==> src/rtl/wr_arria10_rst_seq.sv <==
`default_nettype none
// ============================================================================
// Module   : wr_arria10_rst_seq
// Brief    : Reset sequencer in front of the Arria 10 transceiver reset
//            controller; qualifies tx/rx ready and reports link_up.
// Revision : 1.0 - initial release
// ============================================================================
module wr_arria10_rst_seq #(
    parameter int G_POR_CYCLES       = 1000,
    parameter int G_RST_PULSE_CYCLES = 16,
    parameter int G_TIMEOUT_CYCLES   = 1000000,
    parameter int G_LOCK_LOSS_FILTER = 8
) (
    input  logic       clock,
    input  logic       reset,
    input  logic       rst_req_i,
    output logic       ctl_reset_o,
    input  logic       tx_ready_i,
    input  logic       rx_ready_i,
    input  logic       rx_is_lockedtodata_i,
    output logic       tx_ready_o,
    output logic       rx_ready_o,
    output logic       link_up_o,
    output logic [7:0] retry_cnt_o,
    output logic [2:0] state_o
);

    localparam int c_POR_W   = $clog2(G_POR_CYCLES + 1);
    localparam int c_PULSE_W = $clog2(G_RST_PULSE_CYCLES + 1);
    localparam int c_TMO_W   = $clog2(G_TIMEOUT_CYCLES + 1);
    localparam int c_FILT_W  = $clog2(G_LOCK_LOSS_FILTER + 1);

    localparam logic [c_POR_W-1:0]   c_POR_LAST   = c_POR_W'(G_POR_CYCLES - 1);
    localparam logic [c_PULSE_W-1:0] c_PULSE_LAST = c_PULSE_W'(G_RST_PULSE_CYCLES - 1);
    localparam logic [c_TMO_W-1:0]   c_TMO_LAST   = c_TMO_W'(G_TIMEOUT_CYCLES - 1);
    localparam logic [c_FILT_W-1:0]  c_FILT_LAST  = c_FILT_W'(G_LOCK_LOSS_FILTER - 1);

    localparam logic [c_POR_W-1:0]   c_POR_ONE   = c_POR_W'(1);
    localparam logic [c_PULSE_W-1:0] c_PULSE_ONE = c_PULSE_W'(1);
    localparam logic [c_TMO_W-1:0]   c_TMO_ONE   = c_TMO_W'(1);
    localparam logic [c_FILT_W-1:0]  c_FILT_ONE  = c_FILT_W'(1);

    typedef enum logic [2:0] {
        S_POR_WAIT   = 3'd0,
        S_ASSERT_RST = 3'd1,
        S_WAIT_TX    = 3'd2,
        S_WAIT_RX    = 3'd3,
        S_RUNNING    = 3'd4
    } state_t;

    state_t               r_state;
    state_t               w_next;
    logic [c_POR_W-1:0]   r_por_cnt;
    logic [c_PULSE_W-1:0] r_pulse_cnt;
    logic [c_TMO_W-1:0]   r_tmo_cnt;
    logic [c_FILT_W-1:0]  r_filt_cnt;
    logic [1:0]           r_lock_sync;
    logic [7:0]           r_retry;
    logic                 w_lock;
    logic                 w_fail;
    logic                 w_tmo_hit;
    logic                 w_filt_hit;
    logic                 w_in_wait;
    logic                 w_next_wait;

    assign w_lock      = r_lock_sync[1];
    assign w_tmo_hit   = (r_tmo_cnt == c_TMO_LAST);
    assign w_filt_hit  = !w_lock && (r_filt_cnt == c_FILT_LAST);
    assign w_in_wait   = (r_state == S_WAIT_TX) || (r_state == S_WAIT_RX);
    assign w_next_wait = (w_next == S_WAIT_TX) || (w_next == S_WAIT_RX);

    // A timeout wins over forward progress in the same cycle.
    always_comb begin
        w_next = r_state;
        w_fail = 1'b0;
        case (r_state)
            S_POR_WAIT: begin
                if (r_por_cnt == c_POR_LAST) w_next = S_ASSERT_RST;
            end
            S_ASSERT_RST: begin
                if (!rst_req_i && (r_pulse_cnt == c_PULSE_LAST)) w_next = S_WAIT_TX;
            end
            S_WAIT_TX: begin
                if (w_tmo_hit)       w_fail = 1'b1;
                else if (tx_ready_i) w_next = S_WAIT_RX;
            end
            S_WAIT_RX: begin
                if (w_tmo_hit || !tx_ready_i)   w_fail = 1'b1;
                else if (rx_ready_i && w_lock) w_next = S_RUNNING;
            end
            S_RUNNING: begin
                if (!tx_ready_i || !rx_ready_i || w_filt_hit) w_fail = 1'b1;
            end
            default: w_next = S_POR_WAIT;
        endcase
        if (w_fail) w_next = S_ASSERT_RST;
        // Software request overrides any failure and never counts as a retry.
        if (rst_req_i && (r_state != S_POR_WAIT)) begin
            w_next = S_ASSERT_RST;
            w_fail = 1'b0;
        end
    end

    always_ff @(posedge clock) begin
        if (reset) begin
            r_state     <= S_POR_WAIT;
            r_por_cnt   <= '0;
            r_pulse_cnt <= '0;
            r_tmo_cnt   <= '0;
            r_filt_cnt  <= '0;
            r_lock_sync <= 2'b00;
            r_retry     <= 8'd0;
            ctl_reset_o <= 1'b1;
            tx_ready_o  <= 1'b0;
            rx_ready_o  <= 1'b0;
            link_up_o   <= 1'b0;
        end else begin
            r_lock_sync <= {r_lock_sync[0], rx_is_lockedtodata_i};
            r_state     <= w_next;

            if ((r_state == S_POR_WAIT) && (w_next == S_POR_WAIT))
                r_por_cnt <= r_por_cnt + c_POR_ONE;
            else
                r_por_cnt <= '0;

            if ((r_state == S_ASSERT_RST) && (w_next == S_ASSERT_RST) && !rst_req_i)
                r_pulse_cnt <= r_pulse_cnt + c_PULSE_ONE;
            else
                r_pulse_cnt <= '0;

            if (w_in_wait && w_next_wait)
                r_tmo_cnt <= r_tmo_cnt + c_TMO_ONE;
            else
                r_tmo_cnt <= '0;

            if ((r_state == S_RUNNING) && (w_next == S_RUNNING) && !w_lock)
                r_filt_cnt <= r_filt_cnt + c_FILT_ONE;
            else
                r_filt_cnt <= '0;

            if (w_fail && (r_retry != 8'hFF))
                r_retry <= r_retry + 8'd1;

            ctl_reset_o <= (w_next == S_POR_WAIT) || (w_next == S_ASSERT_RST);
            tx_ready_o  <= (w_next == S_WAIT_RX) || (w_next == S_RUNNING);
            rx_ready_o  <= (w_next == S_RUNNING);
            link_up_o   <= (w_next == S_RUNNING);
        end
    end

    assign retry_cnt_o = r_retry;
    assign state_o     = r_state;

endmodule
`default_nettype wire
==> config.mk <==
export PLATFORM = sky130hd
export DESIGN_NAME = wr_arria10_rst_seq
export DESIGN_NICKNAME = d
export VERILOG_FILES = /design/src/rtl/wr_arria10_rst_seq.sv
export SDC_FILE = /design/constraint.sdc
export NUM_CORES = 1
export LEC_CHECK = 0
export BUFFER_PORTS_ARGS = -buffer_cell sky130_fd_sc_hd__buf_2
export CORE_MARGIN = 1
export CORE_UTILIZATION = 28
export CTS_CLUSTER_DIAMETER = 80
export DETAILED_ROUTE_END_ITERATION = 16
export GPL_TIMING_DRIVEN = 0
export MAX_ROUTING_LAYER = met4
export PLACE_DENSITY = 0.43
export SETUP_SLACK_MARGIN = 0.3
export SLEW_MARGIN = 20
export SYNTH_ARGS = -nofsm -noshare
export SYNTH_HDL_FRONTEND = slang
export SYNTH_SLANG_ARGS = --single-unit
==> constraint.sdc <==
create_clock -name clock -period 4.45 [get_ports clock]
set_input_delay 0.89 -clock clock [delete_from_list [all_inputs] [get_ports clock]]
set_output_delay 0.89 -clock clock [all_outputs]
set_load 0.005 [all_outputs]
Word level (Yosys, flattened, before mapping)

Cells that the tools add are included.

Add/sub/neg operators: 5
Multiply operators: 0
Divide/modulo/power cells: 0
$lt $le $gt $ge: 0
Equality and inequality tests: 13
Shifts and indexed selects: 0
Mux-type cells: 14
Bitwise logic cells: 4
Reductions and logical operators: 29

Operator list:

| kind                                                                  | count |
|---|---|
| 3-bit two-way mux                                                     | 8 |
| 20-bit by 1-bit adder with 20-bit output, second input constant       | 1 |
| 20-bit equality test, second input constant                           | 1 |
| 3-bit one-hot mux with 5 select lines                                 | 1 |
| 3-bit by 2-bit equality test with 1-bit output, second input constant | 4 |
| 1-bit logical AND                                                     | 11 |
| 10-bit by 1-bit adder with 10-bit output, second input constant       | 1 |
| 10-bit equality test, second input constant                           | 1 |
| 8-bit by 1-bit adder with 8-bit output, second input constant         | 1 |
| 8-bit inequality test, second input constant                          | 1 |
| 2-bit OR reduction                                                    | 4 |
| 1-bit logical OR                                                      | 7 |
| 3-bit by 1-bit equality test with 1-bit output, second input constant | 2 |
| 3-bit equality test, second input constant                            | 2 |
| 3-bit logical NOT                                                     | 2 |
| 5-bit by 1-bit adder with 5-bit output, second input constant         | 1 |
| 5-bit by 4-bit equality test with 1-bit output, second input constant | 1 |
| 4-bit by 1-bit adder with 4-bit output, second input constant         | 1 |
| 4-bit by 3-bit equality test with 1-bit output, second input constant | 1 |
| 1-bit logical NOT                                                     | 4 |
| 1-bit two-way mux                                                     | 4 |
| 1-bit NOT                                                             | 4 |
| 1-bit one-hot mux with 3 select lines                                 | 1 |
| 3-bit nonzero test                                                    | 1 |

Bits in registers: 55
Latch bits: 0
RAM bits: 0
Memory bits (read-only): 0
Output and inout bits: 15
Word-level logic and storage cells: 75
Memories kept: 0

Depth between registers and ports, before layout

Gate-level depths: netlist (run 1).

Depth after elaboration: 12
Depth in mapped cells: 8

Worst setup path before layout (run 1)

No wires, ideal clock.

Kind: input -> register
Start point: in rst_req_i
End point: reg r_tmo_cnt[9]
Library setup time: 0.064 ns
Data arrival time: 1.968 ns
Required time: 4.386 ns
Setup slack: 2.418 ns
Stages on the path: 6
Path through: or3_1 -> o311a_1 -> a21oi_1 -> nand3_1 -> buf_2 -> nor2_1

Longest elaborated chain between the ends: 11
Elaborated cells on any way between the ends: 13
Those cells by class: 2 x eq/ne; 4 x mux; 1 x bitwise; 6 x reduce/logical

Ends and longest elaborated chain:

| item                                           | RTL line | source |
|---|---|---|
| start: declaration                             | 16       | `input logic rst_req_i,` |
| 1-bit logical NOT                              | 81       | `if (!rst_req_i && (r_pulse_cnt == c_PULSE_LAST)) w_next = S_WAIT_TX;` |
| 1-bit logical AND                              | 81       |  |
| 3-bit two-way mux                              | 81       |  |
| 3-bit one-hot mux with 5 select lines          | 76       | `case (r_state)` |
| 3-bit two-way mux                              | 96       | `if (w_fail) w_next = S_ASSERT_RST;` |
| 3-bit two-way mux (*)                          | 98       | `if (rst_req_i && (r_state != S_POR_WAIT)) begin` |
| 3-bit by 2-bit equality test with 1-bit output | 70       | `assign w_next_wait = (w_next == S_WAIT_TX) \|\| (w_next == S_WAIT_RX);` |
| 1-bit logical OR (*)                           | 70       |  |
| 1-bit logical AND (*)                          | 131      | `if (w_in_wait && w_next_wait)` |
| 1-bit NOT (no source line) (*)                 | --       |  |
| 2-bit OR reduction (no source line) (*)        | --       |  |
| end signal: assignment                         | 132      | `r_tmo_cnt <= r_tmo_cnt + c_TMO_ONE;` |
| end: declaration                               | 55       | `logic [c_TMO_W-1:0] r_tmo_cnt;` |

Every way passes the cells marked *; elsewhere a longest branch is shown, timed or not.
A chain may end at the register's enable or synchronous reset.

Worst setup path in the final report (run 1)

Start point: reg r_tmo_cnt[9]
End point: reg r_retry[0] (netlist: retry_cnt_o[0])

Longest elaborated chain between the ends: 6
Elaborated cells on any way between the ends: 7
Those cells by class: 1 x eq/ne; 4 x mux; 2 x reduce/logical

Ends and longest elaborated chain:

| item                                      | RTL line | source |
|---|---|---|
| 20-bit equality test (*)                  | 67       | `assign w_tmo_hit = (r_tmo_cnt == c_TMO_LAST);` |
| 1-bit logical OR                          | 88       | `if (w_tmo_hit \|\| !tx_ready_i) w_fail = 1'b1;` |
| 1-bit two-way mux                         | 88       |  |
| 1-bit one-hot mux with 3 select lines (*) | 76       |  |
| 1-bit two-way mux (*)                     | 98       |  |
| 1-bit logical AND (*)                     | 141      | `if (w_fail && (r_retry != 8'hFF))` |
| end signal: assignment                    | 142      | `r_retry <= r_retry + 8'd1;` |
| end: declaration                          | 58       | `logic [7:0] r_retry;` |

Marks and branches as above.

==> metrics.md, run 1 <==
| Metric | Value |
|---|---|
| Class of the most critical setup path | reg2reg |
| Worst min-delay path class | reg2reg |
| Run status | finished clean |
| Ordered list of cells on the worst path | or4b_2, nor4_4, nand3_4, a21oi_2, mux2_1 |
| Max Cap Violations | 0 |
| Area overhead of the layout relative to synthesis | 13.5% |
| Layout Utilization | 0.326 |
| Resized cells post-CTS | 0 |
| GRT Resource Usage Total | 0.126 |
| Number of cells on the critical path | 5 |
| Count of nets left with antenna violations after detail routing | 0 |
| Register bit total from synthesis | 55 |
| Leakage Power | ~1.1 nW |
| Synthesized netlist net count | around 320 |
| CTS clock-pin slew for the worst setup and hold paths | approximately 0.11 ns |
| DRC violation count after routing | 0 |
| WP buf/inv | 0 |
| Detailed-router iteration count before antenna repair | 4 |
| Main synth FF type | sky130_fd_sc_hd__dfxtp_1 |
| Final Routed Wirelength | around 5600 um |
| Average instance area after synthesis | ~8.8 um2 |
| Average vias per placed instance | roughly 4.6 |
| DIE AREA | ~10000 um2 |
| Global-route wire length before repair | around 10000 um |
| Number of pins exceeding their max-slew limit in the final report | 0 |
| Tightest hold margin | ~0.44 ns |
| Row count | 35 |
| Power density over cell area | approximately 270 nW/um2 |
| Peak per-stage delay on the critical path | 0.65 ns |
| Effective utilization at floorplan | 0.288 |
| Number of hold violations in the final report | 0 |
| Period Utilization, post-route | 0.498 |
| RePlAce Congestion | between 0.7 and 0.8 |
| Endpoint kind of the worst setup timing path | flip-flop |
| Sequential-to-total area share from yosys stat | 0.414 |
| Worst reg-to-reg path cell count | 5 |
| Number of buffers inserted to repair setup after CTS | 0 |
| Share of the synthesized area in the top cell type | 0.414 |
| Ranking of synthesized cells by area | sky130_fd_sc_hd__dfxtp_1, sky130_fd_sc_hd__nor2_1, sky130_fd_sc_hd__xnor2_1 |
| EDFF count, synth | 0 |
| Total negative slack | 0 ns |
| Yosys warnings | 0 |
| Required time at the worst-slack endpoint | around 4.7 ns |
| Average routed wire per standard cell | approximately 12 um |
| Pin count of the biggest net entering global routing | 20 |
| Vias in the first global route | a little under 2000 |
| Clock sink count | 55 |
| CP delay by family, top | simple AND/OR/NAND/NOR gates |
| Most frequent cells in the layout | sky130_fd_sc_hd__dfxtp_1, sky130_fd_sc_hd__nor2_1, sky130_fd_sc_hd__buf_2 |
| Clk Tree Root Cell | sky130_fd_sc_hd__clkbuf_8 |
| Number of vias in the routed layout | between 2000 and 2500 |
| DR iter-0 viols | between 60 and 70 |
| Leading cell type in the layout, fill and taps excluded | sky130_fd_sc_hd__dfxtp_1 |
| Die width | 99.4 um |
| Hold-critical path depth | 1 |
| Total of hold buffers inserted after clock tree synthesis | 0 |
| TritonCTS clock tree | done |
| Master of the slowest instance on the critical path | sky130_fd_sc_hd__or4b_2 |
| RSZ-0062 raised after global routing | false |
| Setup crit start kind | flip-flop |
| Min Tclk post-route | roughly 2.2 ns |
| Largest fanout on the critical path | 10 |
| HPWL after DPL | 4200 um |
| Htree depth | 2 |
| Die height | around 99 um |
| Core box area | about 9200 um2 |
| Number of antenna cells inserted | 0 |
| Final net count | ~340 |
| Grt ovf | 0 |
| Post-Synthesis Cells | approximately 300 |
| Clock buffers created by TritonCTS | 5 |
| Mapped cell area | 2660 um2 |
| Antenna violations before repair | 0 |
| Fraction of layout instances using a drive strength above 1 | 0.133 |
| Maximum clock insertion buffer count | 2 |
| Async set-or-reset flop fraction in the synthesized netlist | 0 |
| Max-slew headroom | 0.623 |
| Count of final setup violators | 0 |
| Arrival time reported for the critical path endpoint | between 2 and 2.5 ns |
| Count of distinct cell types in the synthesized netlist | 53 |
| Buffers on Ports | 20 |
| Cell accounting for the most synthesized area | sky130_fd_sc_hd__dfxtp_1 |
| Actual slew at the worst max-slew pin | 0.566 ns |
| Insertion delay to the later sink of the worst-skew pair | 0.31 ns |
| Peak supply drop | about 110 uV |
| Max Clk Rate | 0.451 GHz |
| Io pins | 21 |
| Final Skew | between 0.01 and 0.015 ns |
worst paths after layout:
path	from	slack (ns)	to
max	r_tmo_cnt[9]	2.23	retry_cnt_o[0]
min	r_tmo_cnt[0]	0.44	r_tmo_cnt[0]
max reg2reg	r_tmo_cnt[9]	2.23	retry_cnt_o[0]
min reg2reg	r_tmo_cnt[0]	0.44	r_tmo_cnt[0]
power by group:
part	total (mW)	internal, mW	leakage, nW	switching [mW]
registers	0.497	0.495	0.444	0.00191
clock network	0.293	0.116	0.0463	0.177
logic	0.0188	0.00710	0.602	0.0117
sequential cells by signal (all words and copies together), names as in the netlist:
register,flops
ctl_reset_o,1
link_up_o,1
r_filt_cnt,4
r_lock_sync,2
r_por_cnt,10
r_pulse_cnt,5
r_tmo_cnt,20
retry_cnt_o,8
state_o,3
tx_ready_o,1
cells in the mapped netlist, types with 2 or more instances:
library cell                instances
sky130_fd_sc_hd__nor4_1             4
sky130_fd_sc_hd__nand3_1           20
sky130_fd_sc_hd__nor2b_1           11
sky130_fd_sc_hd__and2_1             6
sky130_fd_sc_hd__inv_1              7
sky130_fd_sc_hd__and3_1             9
sky130_fd_sc_hd__ha_1               6
sky130_fd_sc_hd__clkbuf_1           5
sky130_fd_sc_hd__a21oi_1           10
sky130_fd_sc_hd__or3_1              2
sky130_fd_sc_hd__xnor2_1           18
sky130_fd_sc_hd__o21ai_0            2
sky130_fd_sc_hd__nor3_1            10
sky130_fd_sc_hd__nand2_1           18
sky130_fd_sc_hd__a21o_1             4
sky130_fd_sc_hd__nor2_1            49
sky130_fd_sc_hd__o2111ai_1          2
sky130_fd_sc_hd__mux2_1             5
sky130_fd_sc_hd__nand4b_1           2
sky130_fd_sc_hd__a31oi_1            3
sky130_fd_sc_hd__xor2_1            12
sky130_fd_sc_hd__nand4_1            4
sky130_fd_sc_hd__o21a_1             2
sky130_fd_sc_hd__and4_1             3
sky130_fd_sc_hd__nand2b_1           3
sky130_fd_sc_hd__buf_2              4
sky130_fd_sc_hd__a211oi_1           2
sky130_fd_sc_hd__dfxtp_1           55
per-layer routing:
layer  wire length [um]  track usage  vias to the layer above  share of wire
li1                   -            -                     1103              -
met1               2820        0.164                      980           0.50
met2               2660        0.199                       15           0.47
met3                109       0.0253                        2          0.019
met4                 24       0.0351                        0         0.0043
met5                  0            -                        -              0
metrics by stage:
stage               setup slack [ns]  std cells  area [um2]  total power, mW
global placement                1.98        452        2920            0.528
global route                    2.02        460        3020            0.850
CTS                             2.15        460        3020            0.828
detailed placement              1.97        452        2920            0.528
finish                          2.23        460        3020            0.809
floorplan                       2.42        303        2660            0.519
cells by family (layout without fill, tap and decap cells):
family	count (synthesis)	count (layout)	synth area share
AO/OA/AOI/OAI	34	34	0.0941
XOR/XNOR	30	30	0.0988
adder cells (fa/ha/maj)	6	6	0.0282
buffers and inverters	18	46	0.0287
flip-flops	55	55	0.414
multiplexers	6	6	0.0249
AND/OR/NAND/NOR	154	154	0.311
final cells by class:
type | instances | area [um2]
multi-input combinational | 230 | 1480
fill | 972 | 6220
inverter | 7 | 26.3
tap | 129 | 161
clock buffer | 5 | 68.8
buffer | 11 | 50.0
clock inverter | 3 | 27.5
timing repair buffer | 20 | 100
sequential | 55 | 1100
(Power assumes the default switching activity.)
==> run 2: changes to the inputs <==
==> constraint.sdc (replaced) <==
create_clock -name clock -period 2.15 [get_ports clock]
set_input_delay 0.43 -clock clock [delete_from_list [all_inputs] [get_ports clock]]
set_output_delay 0.43 -clock clock [all_outputs]
set_load 0.005 [all_outputs]
==> run 2 against run 1 <==
Clock skew increased by 0.0030 ns. Routed wire length increased by 16%. Die area unchanged. Via count increased by 6.6%. Worst hold slack got worse by 0.11 ns. Highest routed layer unchanged.
==> metrics.md, run 2 (same netlist as run 1, synthesis figures left out) <==
| Metric | Value |
|---|---|
| Peak per-stage delay on the critical path | ~0.54 ns |
| Io pins | 21 |
| Pin count of the biggest net entering global routing | 18 |
| Flop2flop setup slack | roughly 0.088 ns |
| Total of hold buffers inserted after clock tree synthesis | 0 |
| CP delay by family, top | simple AND/OR/NAND/NOR gates |
| Hold-critical path depth | 2 |
| Endpoint kind of the worst setup timing path | flip-flop |
| Row count | 35 |
| Endpoint of the lowest-slack register-to-register path | retry_cnt_o[0] |
| Average routed wire per standard cell | ~14 um |
| Detailed-router iteration count before antenna repair | 4 |
| Max Cap Violations | 0 |
| Clock sink count | 55 |
| Ordered list of cells on the worst path | or4b_4, nor4_4, buf_4, nand3_4, a21oi_4, mux2_4 |
| Buffers on Ports | 20 |
| Required time at the worst-slack endpoint | around 2.4 ns |
| Worst reg-to-reg path cell count | 6 |
| GRT Resource Usage Total | 0.145 |
| Post-route setup slack | between 0.08 and 0.09 ns |
| Die height | 99.4 um |
| Number of antenna cells inserted | 0 |
| Largest fanout on the critical path | 5 |
| Core box area | just over 9000 um2 |
| Worst min-delay path class | in2reg |
| Insertion delay to the later sink of the worst-skew pair | 0.32 ns |
| Count of nets left with antenna violations after detail routing | 0 |
| Sequential Area | about 1100 um2 |
| Setup crit start kind | flip-flop |
| Total Power | about 1.7 mW |
| Area used by multi-input combinational logic | between 1500 and 2000 um2 |
| Source of the worst hold timing path | rx_is_lockedtodata_i |
| Leading cell type in the layout, fill and taps excluded | sky130_fd_sc_hd__dfxtp_1 |
| Period Utilization, post-route | 0.959 |
| Vias in the first global route | between 2000 and 2500 |
| Htree depth | 2 |
| Power density over cell area | between 400 and 500 nW/um2 |
| DIE AREA | 9890 um2 |
| Final Skew | approximately 0.014 ns |
| Register containing the most flip-flops in the final layout | r_tmo_cnt |
| Total negative slack | 0 ns |
| Filler Cell Count | roughly 970 |
| Most frequent cells in the layout | sky130_fd_sc_hd__dfxtp_1, sky130_fd_sc_hd__nor2_1, sky130_fd_sc_hd__buf_2 |
| Actual slew at the worst max-slew pin | 0.503 ns |
| Area overhead of the layout relative to synthesis | 31.8% |
| Leakage Power | around 1.2 nW |
| Final Routed Wirelength | 6520 um |
| Max Clk Rate | just under 0.5 GHz |
| Final net count | 364 |
| Average vias per placed instance | between 4 and 5 |
| Master of the slowest instance on the critical path | sky130_fd_sc_hd__or4b_4 |
| Number of vias in the routed layout | 2239 |
| Maximum clock insertion buffer count | 2 |
| Pre-CTS setup slack | -0.111 ns |
| Grt ovf | 0 |
| Fraction of layout instances using a drive strength above 1 | 0.326 |
| Number of pins exceeding their max-slew limit in the final report | 0 |
| DR iter-0 viols | just over 60 |
| Min Tclk post-route | between 2 and 2.5 ns |
| Peak supply drop | between 200 and 250 uV |
| Global-route wire length before repair | 11000 um |
| Run status | finished clean |
| DRC violation count after routing | 0 |
| Antenna violations before repair | 0 |
| TritonCTS clock tree | done |
| Arrival time reported for the critical path endpoint | 2.27 ns |
| Number of hold violations in the final report | 0 |
| Effective utilization at floorplan | 0.288 |
| RePlAce Congestion | approximately 0.78 |
| Count of final setup violators | 0 |
| Clk Tree Root Cell | sky130_fd_sc_hd__clkbuf_8 |
| HPWL after DPL | 4240 um |
| Startpoint of the most critical register-to-register path | r_tmo_cnt[8] |
| Endpoint, Worst Hold | r_lock_sync[0] |
| Clock buffers created by TritonCTS | 5 |
| Max FFs per register | 20 |
| Die width | slightly below 100 um |
| Class of the most critical setup path | reg2reg |
| CTS clock-pin slew for the worst setup and hold paths | between 0.1 and 0.15 ns |
| RSZ-0062 raised after global routing | true |
| Max-slew headroom | 0.665 |
| WP buf/inv | 1 |
==> run 2: worst register-to-register path, stage by stage (launching register included) <==
cell and delay (ns):
sky130_fd_sc_hd__dfxtp_2 0.34, sky130_fd_sc_hd__or4b_4 0.54, sky130_fd_sc_hd__nor4_4 0.27, sky130_fd_sc_hd__buf_4 0.17, sky130_fd_sc_hd__nand3_4 0.14, sky130_fd_sc_hd__a21oi_4 0.20, sky130_fd_sc_hd__mux2_4 0.31
==> run 2: what timing repair did <==
item,CTS,global route
resized for setup,48,38
pin swaps,18,16
buffers inserted,11,7
endpoints found under the hold margin,0,0
endpoints found under the setup margin,48,48
cloned,4,0
==> run 2: metal layers <==
metal,global-route usage,part of all wire,vias up
li1,-,-,1154
met1,0.188,0.49,1042
met2,0.231,0.47,39
met3,0.0295,0.032,4
met4,0.0396,0.0055,0
met5,-,0,-
==> run 2: cell type report <==
cell class / instances / area share
multi-input combinational: 231 / 0.495
sequential: 55 / 0.319
timing repair buffer: 41 / 0.0828
tap: 129 / 0.0461
buffer: 11 / 0.0246
clock buffer: 5 / 0.0196
inverter: 7 / 0.00750
clock inverter: 3 / 0.00571
==> run 2: how the worst max path moves through the flow <==
stage | to | slack, ns | cells past startpoint | start
after floorplan | retry_cnt_o[0] | 0.15 | 5 | r_tmo_cnt[15]
after global placement | r_por_cnt[7] | -0.07 | 7 | state_o[1]
after detailed placement | r_por_cnt[8] | -0.11 | 7 | state_o[1]
after CTS | retry_cnt_o[5] | 0.08 | 6 | r_tmo_cnt[8]
after global routing | retry_cnt_o[0] | 0.01 | 6 | r_tmo_cnt[8]
final | retry_cnt_o[0] | 0.09 | 6 | r_tmo_cnt[8]
==> run 2: per-stage QoR <==
stage / instance area (um2) / hold slack [ns] / cells / util
3_3_place_gp: 2930 / 0.422 / 452 / 0.317
4_1_cts: 3330 / 0.329 / 475 / 0.360
6_report: 3500 / 0.330 / 482 / 0.379
3_5_place_dp: 2930 / 0.430 / 452 / 0.317
2_1_floorplan: 2670 / 0.413 / 303 / -
5_1_grt: 3500 / 0.328 / 482 / 0.379
==> run 2: report_power, final <==
part | switching [mW] | total (mW) | internal, mW
Clock | 0.359 | 0.587 | 0.228
Sequential | 0.00493 | 1.03 | 1.02
Combinational | 0.0321 | 0.0546 | 0.0225
==> run 3: changes to the inputs <==
--- a/config.mk
+++ b/config.mk
@@ -7,12 +7,12 @@
 export LEC_CHECK = 0
 export BUFFER_PORTS_ARGS = -buffer_cell sky130_fd_sc_hd__buf_2
 export CORE_MARGIN = 1
-export CORE_UTILIZATION = 28
+export CORE_UTILIZATION = 45
 export CTS_CLUSTER_DIAMETER = 80
 export DETAILED_ROUTE_END_ITERATION = 16
 export GPL_TIMING_DRIVEN = 0
 export MAX_ROUTING_LAYER = met4
-export PLACE_DENSITY = 0.43
+export PLACE_DENSITY = 0.63
 export SETUP_SLACK_MARGIN = 0.3
 export SLEW_MARGIN = 20
 export SYNTH_ARGS = -nofsm -noshare
==> run 3 against run 2 <==
Core utilization up 22 points. Count of clock-buffer cells in the layout increased by 1. Die area shrank 37%.
==> metrics.md, run 3 (same netlist as run 1, synthesis figures left out) <==
| Metric | Value |
|---|---|
| Run status | finished clean |
| Clock sink count | 55 |
| CTS clock-pin slew for the worst setup and hold paths | approximately 0.10 ns |
| Clk Tree Root Cell | sky130_fd_sc_hd__clkbuf_8 |
| DRC violation count after routing | 0 |
| Sequential Area | about 1100 um2 |
| RSZ-0062 raised after global routing | true |
| Final Routed Wirelength | 6030 um |
| Fraction of layout instances using a drive strength above 1 | 0.303 |
| Required time at the worst-slack endpoint | around 2.4 ns |
| Non-filler instance count after layout | 419 |
| Highest layer used for signal routing | met4 |
| Number of antenna cells inserted | 0 |
| Actual slew at the worst max-slew pin | 0.550 ns |
| Row count | 27 |
| DR WL met3 | 224 um |
| Htree depth | 2 |
| Startpoint of the most critical register-to-register path | r_tmo_cnt[9] |
| Source of the worst hold timing path | rx_is_lockedtodata_i |
| Max Clk Rate | roughly 0.48 GHz |
| Peak supply drop | 276 uV |
| Antenna violations before repair | 0 |
| Global-route wire length before repair | just under 10000 um |
| HPWL after DPL | 3850 um |
| Number of vias in the routed layout | 2309 |
| Insertion delay to the later sink of the worst-skew pair | between 0.3 and 0.4 ns |
| Detailed-router iteration count before antenna repair | 4 |
| Period Utilization, post-route | 0.974 |
| Filler Cell Count | approximately 500 |
| Final Skew | approximately 0.0055 ns |
| Number of placed instances, taps included | roughly 400 |
| Clock buffers created by TritonCTS | 5 |
| Pre-CTS setup slack | -0.00228 ns |
| Total negative slack | 0 ns |
| Die width | 78.9 um |
| Average vias per placed instance | approximately 5.5 |
| Number of hold violations in the final report | 0 |
| GRT Resource Usage Total | 0.203 |
| DIE AREA | 6220 um2 |
| Routed wire length on met2 | 2890 um |
| Area used by multi-input combinational logic | 1700 um2 |
| Largest fanout on the critical path | 6 |
| RePlAce Congestion | between 0.9 and 1 |
| Endpoint, Worst Hold | r_lock_sync[0] |
| Arrival time reported for the critical path endpoint | around 2.3 ns |
| Vias in the first global route | roughly 2100 |
| Leakage Power | between 1 and 1.5 nW |
| Number of pins exceeding their max-slew limit in the final report | 0 |
| TritonCTS clock tree | done |
| Max Cap Violations | 0 |
| Total of hold buffers inserted after clock tree synthesis | 0 |
| Worst reg-to-reg path cell count | 7 |
| Average routed wire per standard cell | around 14 um |
| Count of nets left with antenna violations after detail routing | 0 |
| Max FFs per register | 20 |
| Core box area | about 5600 um2 |
| Pin count of the biggest net entering global routing | 18 |
| Buffers on Ports | 20 |
| Maximum clock insertion buffer count | 2 |
| Most frequent cells in the layout | sky130_fd_sc_hd__nor2_1, sky130_fd_sc_hd__dfxtp_1, sky130_fd_sc_hd__buf_2 |
| Worst min-delay path class | in2reg |
| Io pins | 21 |
| Register containing the most flip-flops in the final layout | r_tmo_cnt |
| Effective utilization at floorplan | 0.474 |
| Post-route setup slack | 0.0563 ns |
| Die height | between 70 and 80 um |
| Flop2flop setup slack | around 0.056 ns |
| Endpoint kind of the worst setup timing path | flip-flop |
| Power density over cell area | roughly 540 nW/um2 |
| Setup crit start kind | flip-flop |
| Max-slew headroom | 0.633 |
| Class of the most critical setup path | reg2reg |
| Count of final setup violators | 0 |
| Area overhead of the layout relative to synthesis | 26.4% |
| Hold-critical path depth | 2 |
| DR iter-0 viols | between 150 and 200 |
| Grt ovf | 0 |
| Endpoint of the lowest-slack register-to-register path | retry_cnt_o[5] |
| Final net count | ~360 |
| Min Tclk post-route | about 2.1 ns |
| Post-Route M1 WL | approximately 2800 um |
[run 3: changes by cell type in the layout (fill, tap and decap cells not counted), moves of 3 or more]
cell                      change
sky130_fd_sc_hd__buf_4        -3
sky130_fd_sc_hd__nor3_2       -3
sky130_fd_sc_hd__nor2_1       +3
sky130_fd_sc_hd__dfxtp_1      -3
sky130_fd_sc_hd__dfxtp_2      +4
sky130_fd_sc_hd__nor3_1       +3
[run 3: what timing repair did]
| action | in CTS | in global routing |
|---|---|---|
| resized for setup | 31 | 42 |
| cloned | 2 | 2 |
| pin swaps | 12 | 11 |
| setup endpoints to repair | 48 | 45 |
| setup buffers | 6 | 6 |
[run 3: critical path, cell delays in order, from the launching register on]
cell and delay [ns]:
sky130_fd_sc_hd__dfxtp_2 0.39, sky130_fd_sc_hd__or4b_4 0.49, sky130_fd_sc_hd__nor4_4 0.27, sky130_fd_sc_hd__buf_4 0.17, sky130_fd_sc_hd__buf_4 0.12, sky130_fd_sc_hd__nand3_4 0.08, sky130_fd_sc_hd__a21oi_2 0.16, sky130_fd_sc_hd__mux2_4 0.31
[run 3: routing by layer]
layer  track usage  vias up
li1              -     1148
met4        0.0491        0
met2         0.330       51
met5             -        -
met1         0.253     1098
met3        0.0494       12
[run 3: how the worst max path moves through the flow]
stage / startpoint / end / slack, ns
after floorplan: r_tmo_cnt[15] / retry_cnt_o[0] / 0.15
after global placement: state_o[1] / retry_cnt_o[4] / 0.003
after detailed placement: state_o[1] / retry_cnt_o[4] / -0.002
after CTS: r_tmo_cnt[10] / retry_cnt_o[4] / 0.07
after global routing: r_tmo_cnt[8] / retry_cnt_o[0] / -0.0004
final: r_tmo_cnt[9] / retry_cnt_o[5] / 0.06
[run 3: metrics by stage]
step	power, mW	util	hold slack [ns]	instance area [um2]
floorplan	1.07	-	0.413	2670
global placement	1.09	0.510	0.429	2860
detailed placement	1.09	0.510	0.434	2860
CTS	1.83	0.563	0.314	3160
global route	1.88	0.600	0.318	3360
finish	1.82	0.600	0.316	3360
[run 3: cell type report]
| type | count | share of cell area |
|---|---|---|
| plain buffers | 11 | 0.0234 |
| clock buffers | 6 | 0.0246 |
| clock inverters | 2 | 0.0115 |
| inverters | 7 | 0.00782 |
| multi-input cells | 231 | 0.505 |
| flip-flops and latches | 55 | 0.333 |
| well taps | 72 | 0.0268 |
| repair buffers | 35 | 0.0677 |
[run 3: where the power goes]
group | switching (mW) | internal (mW) | total [mW]
registers | 0.00427 | 1.02 | 1.03
clock network | 0.356 | 0.384 | 0.740
logic | 0.0284 | 0.0207 | 0.0491
total | 0.389 | 1.43 | 1.82
